<file path="src/rtl/disp_arb_pkg.sv">
// ----------------------------------------------------------------------------
// disp_arb_pkg
// Shared definitions for the display update arbiter: op encoding, bank
// geometry, the power-on bank contents and an entry slice helper.
// Bank layout: entry k lives at bits [16*(15-k) +: 16] of the 256-bit bank,
// so entry 0 is the most significant word.
// ----------------------------------------------------------------------------
package disp_arb_pkg;

    localparam int N_ENT  = 16;
    localparam int DATA_W = 16;
    localparam int BANK_W = N_ENT * DATA_W;

    typedef enum logic [1:0] {
        OP_LOAD  = 2'b00,
        OP_INC   = 2'b01,
        OP_DEC   = 2'b10,
        OP_CLEAR = 2'b11
    } op_e;

    // Entry k holds the value k after reset.
    localparam logic [BANK_W-1:0] INIT_BANK = {
        16'h0000, 16'h0001, 16'h0002, 16'h0003,
        16'h0004, 16'h0005, 16'h0006, 16'h0007,
        16'h0008, 16'h0009, 16'h000A, 16'h000B,
        16'h000C, 16'h000D, 16'h000E, 16'h000F
    };

    function automatic logic [DATA_W-1:0] get_entry(input logic [BANK_W-1:0] bank,
                                                     input int k);
        return bank[DATA_W*(N_ENT-1-k) +: DATA_W];
    endfunction

endpackage

</file>
<file path="src/rtl/disp_update_arbiter_rr_arbiter.sv">
// ----------------------------------------------------------------------------
// rr_arbiter
// Purely combinational round-robin arbiter. The pointer register lives in the
// parent; this block only picks the winner and proposes the next pointer.
// Ports:
//   req      in  N_REQ  request levels
//   ptr      in  PTR_W  requester with highest priority this cycle
//   enable   in  1      arbitration allowed this cycle
//   gnt      out N_REQ  one-hot winner (all zero when nothing wins)
//   valid    out 1      a winner was found
//   next_ptr out PTR_W  winner + 1, wrapped to N_REQ
// ----------------------------------------------------------------------------
module rr_arbiter #(
    parameter int N_REQ = 4,
    parameter int PTR_W = (N_REQ > 1) ? $clog2(N_REQ) : 1
) (
    input  logic [N_REQ-1:0] req,
    input  logic [PTR_W-1:0] ptr,
    input  logic             enable,
    output logic [N_REQ-1:0] gnt,
    output logic             valid,
    output logic [PTR_W-1:0] next_ptr
);

    // Walk the requesters in priority order starting at ptr; the first one
    // found with its request raised wins. The inner loop keeps every bit
    // select indexed by a loop constant.
    always_comb begin
        gnt      = '0;
        valid    = 1'b0;
        next_ptr = '0;
        for (int i = 0; i < N_REQ; i++) begin
            for (int j = 0; j < N_REQ; j++) begin
                if (enable && !valid && req[j] && (j == ((int'(ptr) + i) % N_REQ))) begin
                    gnt[j]   = 1'b1;
                    valid    = 1'b1;
                    next_ptr = PTR_W'((j + 1) % N_REQ);
                end
            end
        end
    end

endmodule

</file>
<file path="src/rtl/disp_update_arbiter.sv">
// ----------------------------------------------------------------------------
// disp_update_arbiter
// Owns the 16 x 16-bit display value bank. Update requests from several
// sources are arbitrated round-robin and applied to a shadow bank; the shadow
// is copied to the live bank (data_raw) only at the start of vertical blanking
// so a frame never shows a half-applied set of updates.
// Ports:
//   clk        in  1         system clock
//   reset      in  1         asynchronous, active-high
//   req        in  N_REQ     request level per requester, held until granted
//   req_op     in  2*N_REQ   op per requester (LOAD/INC/DEC/CLEAR)
//   req_idx    in  4*N_REQ   target entry per requester
//   req_all    in  N_REQ     apply the op to every entry
//   req_wdata  in  16*N_REQ  LOAD data per requester
//   vblank     in  1         high while outside the visible region
//   gnt        out N_REQ     one-hot, one-cycle grant pulse
//   data_raw   out 256       live bank, entry k at [16*(15-k) +: 16]
//   dirty      out 1         shadow holds changes not yet committed
//   commit     out 1         one-cycle pulse after the live bank is updated
// Build option:
//   DISP_ARB_SATURATE_EN  INC/DEC saturate at 0xFFFF/0x0000 instead of wrapping
// ----------------------------------------------------------------------------
module disp_update_arbiter
    import disp_arb_pkg::*;
#(
    parameter int N_REQ = 4
) (
    input  logic                    clk,
    input  logic                    reset,
    input  logic [N_REQ-1:0]        req,
    input  logic [2*N_REQ-1:0]      req_op,
    input  logic [4*N_REQ-1:0]      req_idx,
    input  logic [N_REQ-1:0]        req_all,
    input  logic [16*N_REQ-1:0]     req_wdata,
    input  logic                    vblank,
    output logic [N_REQ-1:0]        gnt,
    output logic [BANK_W-1:0]       data_raw,
    output logic                    dirty,
    output logic                    commit
);

    localparam int PTR_W = (N_REQ > 1) ? $clog2(N_REQ) : 1;

    logic [PTR_W-1:0]  ptr;
    logic [N_REQ-1:0]  arb_gnt;
    logic              arb_valid;
    logic [PTR_W-1:0]  arb_next_ptr;
    logic              vblank_q;
    logic              vblank_rise;
    logic [BANK_W-1:0] shadow;
    logic [BANK_W-1:0] shadow_next;
    logic [1:0]        win_op;
    logic [3:0]        win_idx;
    logic              win_all;
    logic [DATA_W-1:0] win_wdata;

    function automatic logic [DATA_W-1:0] apply_op(input logic [DATA_W-1:0] cur,
                                                    input op_e op,
                                                    input logic [DATA_W-1:0] wd);
        logic [DATA_W-1:0] res;
        res = cur;
        case (op)
            OP_LOAD:  res = wd;
`ifdef DISP_ARB_SATURATE_EN
            OP_INC:   res = (cur == {DATA_W{1'b1}}) ? cur : cur + 16'd1;
            OP_DEC:   res = (cur == '0) ? cur : cur - 16'd1;
`else
            OP_INC:   res = cur + 16'd1;
            OP_DEC:   res = cur - 16'd1;
`endif
            OP_CLEAR: res = '0;
            default:  res = cur;
        endcase
        return res;
    endfunction

    // A new winner is only picked while no grant is outstanding, which is what
    // limits throughput to one op every two cycles.
    rr_arbiter #(
        .N_REQ (N_REQ),
        .PTR_W (PTR_W)
    ) u_rr (
        .req      (req),
        .ptr      (ptr),
        .enable   (gnt == '0),
        .gnt      (arb_gnt),
        .valid    (arb_valid),
        .next_ptr (arb_next_ptr)
    );

    assign vblank_rise = vblank & ~vblank_q;

    // Pull the winning requester's op fields out of the packed request buses.
    always_comb begin
        win_op    = '0;
        win_idx   = '0;
        win_all   = 1'b0;
        win_wdata = '0;
        for (int r = 0; r < N_REQ; r++) begin
            if (arb_gnt[r]) begin
                win_op    = req_op[2*r +: 2];
                win_idx   = req_idx[4*r +: 4];
                win_all   = req_all[r];
                win_wdata = req_wdata[16*r +: 16];
            end
        end
    end

    // Shadow bank after the granted op, evaluated per entry so a sweep over
    // all entries saturates or wraps each entry independently.
    always_comb begin
        shadow_next = shadow;
        for (int k = 0; k < N_ENT; k++) begin
            if (arb_valid && (win_all || (win_idx == 4'(k)))) begin
                shadow_next[DATA_W*(N_ENT-1-k) +: DATA_W] =
                    apply_op(get_entry(shadow, k), op_e'(win_op), win_wdata);
            end
        end
    end

    // Grant, apply and commit share one edge. When a commit and an apply land
    // together the live bank takes the shadow as it was before the apply, and
    // the apply keeps dirty set so it goes out on the following vblank.
    always_ff @(posedge clk or posedge reset) begin
        if (reset) begin
            shadow   <= INIT_BANK;
            data_raw <= INIT_BANK;
            gnt      <= '0;
            dirty    <= 1'b0;
            commit   <= 1'b0;
            ptr      <= '0;
            vblank_q <= 1'b0;
        end else begin
            vblank_q <= vblank;
            gnt      <= arb_gnt;
            commit   <= 1'b0;
            if (arb_valid) begin
                shadow <= shadow_next;
                ptr    <= arb_next_ptr;
            end
            if (vblank_rise && dirty) begin
                data_raw <= shadow;
                commit   <= 1'b1;
                dirty    <= arb_valid;
            end else if (arb_valid) begin
                dirty <= 1'b1;
            end
        end
    end

endmodule
</file>
<file path="config.mk">
export PLATFORM = sky130hd
export DESIGN_NAME = disp_update_arbiter
export DESIGN_NICKNAME = d
export VERILOG_FILES = /design/src/rtl/disp_arb_pkg.sv /design/src/rtl/disp_update_arbiter_rr_arbiter.sv /design/src/rtl/disp_update_arbiter.sv
export SDC_FILE = /design/constraint.sdc
export NUM_CORES = 2
export LEC_CHECK = 0
export ABC_AREA = 1
export CORE_MARGIN = 2
export CORE_UTILIZATION = 50
export CTS_CLUSTER_SIZE = 8
export DETAILED_ROUTE_END_ITERATION = 6
export PLACE_DENSITY = 0.84
export SLEW_MARGIN = 20
export SYNTH_ARGS = -nofsm -noshare
export SYNTH_HDL_FRONTEND = slang
export SYNTH_SLANG_ARGS = --single-unit
</file>
<file path="constraint.sdc">
create_clock -name clk -period 19.16 [get_ports clk]
set_clock_uncertainty 0.15 [all_clocks]
set_input_delay 5.748 -clock clk [delete_from_list [all_inputs] [get_ports clk]]
set_output_delay 5.748 -clock clk [all_outputs]
set_load 0.02 [all_outputs]
</file>
==> run metrics <==
outcome completed; slew margin rel. 15.0%; vias in the first global route 35800; Synth Cell Area 36400 µm²; CP arrival 11.84 ns; Worst Slack Setup Final 7.70 ns; Rows 98; Final Cycle Share 59.8%; largest net degree at the start of global routing 166; total gr overflow 0; DR WL/cell 17.8 µm; crit path kind in2reg; DR pass1 iterations 6; f_max 0.0873 GHz; Max Cap Viol 0; Cell Area, Placed 40600 µm²; vias 38900; GRT Total Usage 32.6%; GP Congestion 0.988; hpwl dp 86000 µm; crit-path max cell delay 0.88 ns; Fin. Hold Viols 0; Unique masters post-synth 54; CTS tree yes; Multi-input gate area 19300 µm²; effective utilization at floorplan 50.7%; Register Area 13100 µm²; finished layout cell area 42900 µm²; FILL cells 6838; Crit Path Max Fanout 85; core footprint 71900 µm²; Die ar. 75000 µm²; Startpoint Class input port; Hold Path Class reg2reg; RSZ-0062 raised after global routing false; Finish-stage setup viols 0; CTS Buffer Depth 3; Hold Path Depth 2; synthesized instance count 5743; Seq/Total Area, Yosys 36.0%; post-cts gate resize count 0; CTS buffer count 76; top-area cell type share of the netlist area 31.4%; Req. time, crit path 19.55 ns; share of cells above drive strength 1 4.66%; number of flops mapped to enable cells by yosys 0; ANT nets after route 0; Syn-to-layout area delta 17.7%; I/O pin cnt 361; number of synthesized register bits 521; CTS root buf clkbuf_16; Crit-path slowest cell buf_4; worst slew pin tran 1.27 ns; Synthesized Nets 5890; nature of the critical path endpoint flop; CTS Hold Bufs 0; Syn Area/Cell 6.34 µm²; IO Port Bufs 360; max-slew violations 0; Synth warnings 0; H-tree depth 3; number of nets in the layout 6154; DR iter-0 viols 4068; clock latency on the worst-skew pair 0.64 ns; first-pass GRT wire length 194000 µm; R2R depth 27; top_reg_cell synth dfrtp_1; die height 274 µm; asr flop ratio synth 100%; post-detailed-route DRC marker count 0; cell taking the most area after synthesis dfrtp_1; drt total wl 125000 µm; Tmin final 11.46 ns; Post-CTS Setup Bufs 0; initial antenna violation count 2; Synth area leaders dfrtp_1 (31%), nand2_1 (17%), nor2_1 (9.5%); die width 274 µm; Via density 5.54; diode count 0; clock net sink count 521; total negative setup slack 0 ns; Worst-path clk slew 0.05 ns; pre-CTS setup slack 7.23 ns
## Yosys cell counts, drive strengths merged (4+ instances only)
cell    number
o211ai      25
a21oi      307
buf         85
nand3      394
clkbuf     126
o21ai      406
a211oi       4
o21a         4
nor2       929
nor4        11
nand3b      22
or2         14
xor2        47
nand2     1630
o21bai      42
dfstp       64
inv        827
ha          48
a221oi      17
nor3        45
a31oi      118
a22oi       18
dfrtp      457
nand4       84
## sequential cells by signal, summed over array words and instances (netlist names)
name / flops
vblank_q: 1
dirty: 1
gnt: 4
data_raw: 256
ptr: 2
commit: 1
shadow: 256
## worst max-delay path: cells and delay by family
family          cells  cell delay (ns)
compound gates      1             0.18
simple gates       21             3.24
buf+inv             6             1.73
fa+ha+maj           1             0.85
## path summary, 6_finish.rpt
kind	from	end	slack, ns
max	req[1]	shadow[239]$_DFFE_PP0P_	7.70
min	data_raw[83]$_DFFE_PP1P_	data_raw[83]$_DFFE_PP1P_	0.31
max reg2reg	gnt[2]$_DFF_PP0_	shadow[239]$_DFFE_PP0P_	12.32
min reg2reg	data_raw[83]$_DFFE_PP1P_	data_raw[83]$_DFFE_PP1P_	0.31
max in group asynchronous	reset	data_raw[75]$_DFFE_PP0P_	10.37
min in group asynchronous	reset	data_raw[159]$_DFFE_PP0P_	5.63
## logic make-up (layout without fill, tap and decap cells)
kind of cell / Yosys count / after routing / share of synthesized area, %
AOI/OAI and AO/OA: 950 / 950 / 14.8
xor gates and xnor gates: 50 / 50 / 1.20
DFF: 521 / 521 / 36.0
and+or+nand+nor: 3133 / 3133 / 35.1
buffers and inverters: 1041 / 1367 / 11.2
adders and majority gates: 48 / 48 / 1.65
## cell usage in the layout (no fill, tap or decap), types with 5 or more instances in the layout
master / Yosys / layout
nor4_1: 11 / 11
nand2_1: 1621 / 1618
or2_1: 5 / 5
xor2_1: 47 / 47
nand4_1: 80 / 80
o21bai_1: 33 / 33
buf_4: 6 / 35
o21ai_1: 55 / 55
a21oi_1: 293 / 292
clkbuf_1: 126 / 53
nand3_1: 393 / 393
nand2_2: 7 / 10
a31oi_1: 118 / 118
or2_2: 6 / 6
ha_1: 48 / 47
clkdlybuf4s50_1: 0 / 360
o21ai_2: 15 / 15
nor2_2: 9 / 8
a21oi_2: 11 / 12
o211ai_1: 23 / 23
inv_1: 815 / 812
a22oi_1: 18 / 18
clkbuf_16: 0 / 78
nand3b_1: 22 / 22
nor3_1: 44 / 43
nor2_1: 918 / 917
dfstp_2: 64 / 64
a221oi_1: 16 / 16
o21bai_2: 9 / 9
o21ai_0: 336 / 336
inv_2: 12 / 11
dfrtp_1: 457 / 457
## per-layer routing
layer	global-route usage, %	vias to the layer above	part of all wire [%]
met5	0	-	0.013
met4	16.1	2	5.0
met3	5.94	323	9.4
met2	52.1	1798	45
met1	42.6	17900	40
li1	-	18800	-
## metrics by stage
| step | hold slack [ns] | utilization (%) | cells |
|---|---|---|---|
| after floorplan | 0.319 | - | 5743 |
| after global placement | 0.303 | 56.5 | 6878 |
| after detailed placement | 0.303 | 56.5 | 6878 |
| after CTS | 0.315 | 59.7 | 7018 |
| after global routing | 0.329 | 59.7 | 7019 |
| final | 0.315 | 59.7 | 7019 |
## cell type report
| cell class | instances | share of cell area, % |
|---|---|---|
| clock buffers | 133 | 5.08 |
| clock inverters | 7 | 0.201 |
| inverters | 830 | 7.30 |
| multi-input cells | 4181 | 45.0 |
| flip-flops and latches | 521 | 30.6 |
| well taps | 950 | 2.77 |
| repair buffers | 397 | 9.11 |
Power is left out: the tool's default activity adds up to more than one toggle a clock period on the data nets, which glitch-free logic cannot reach.
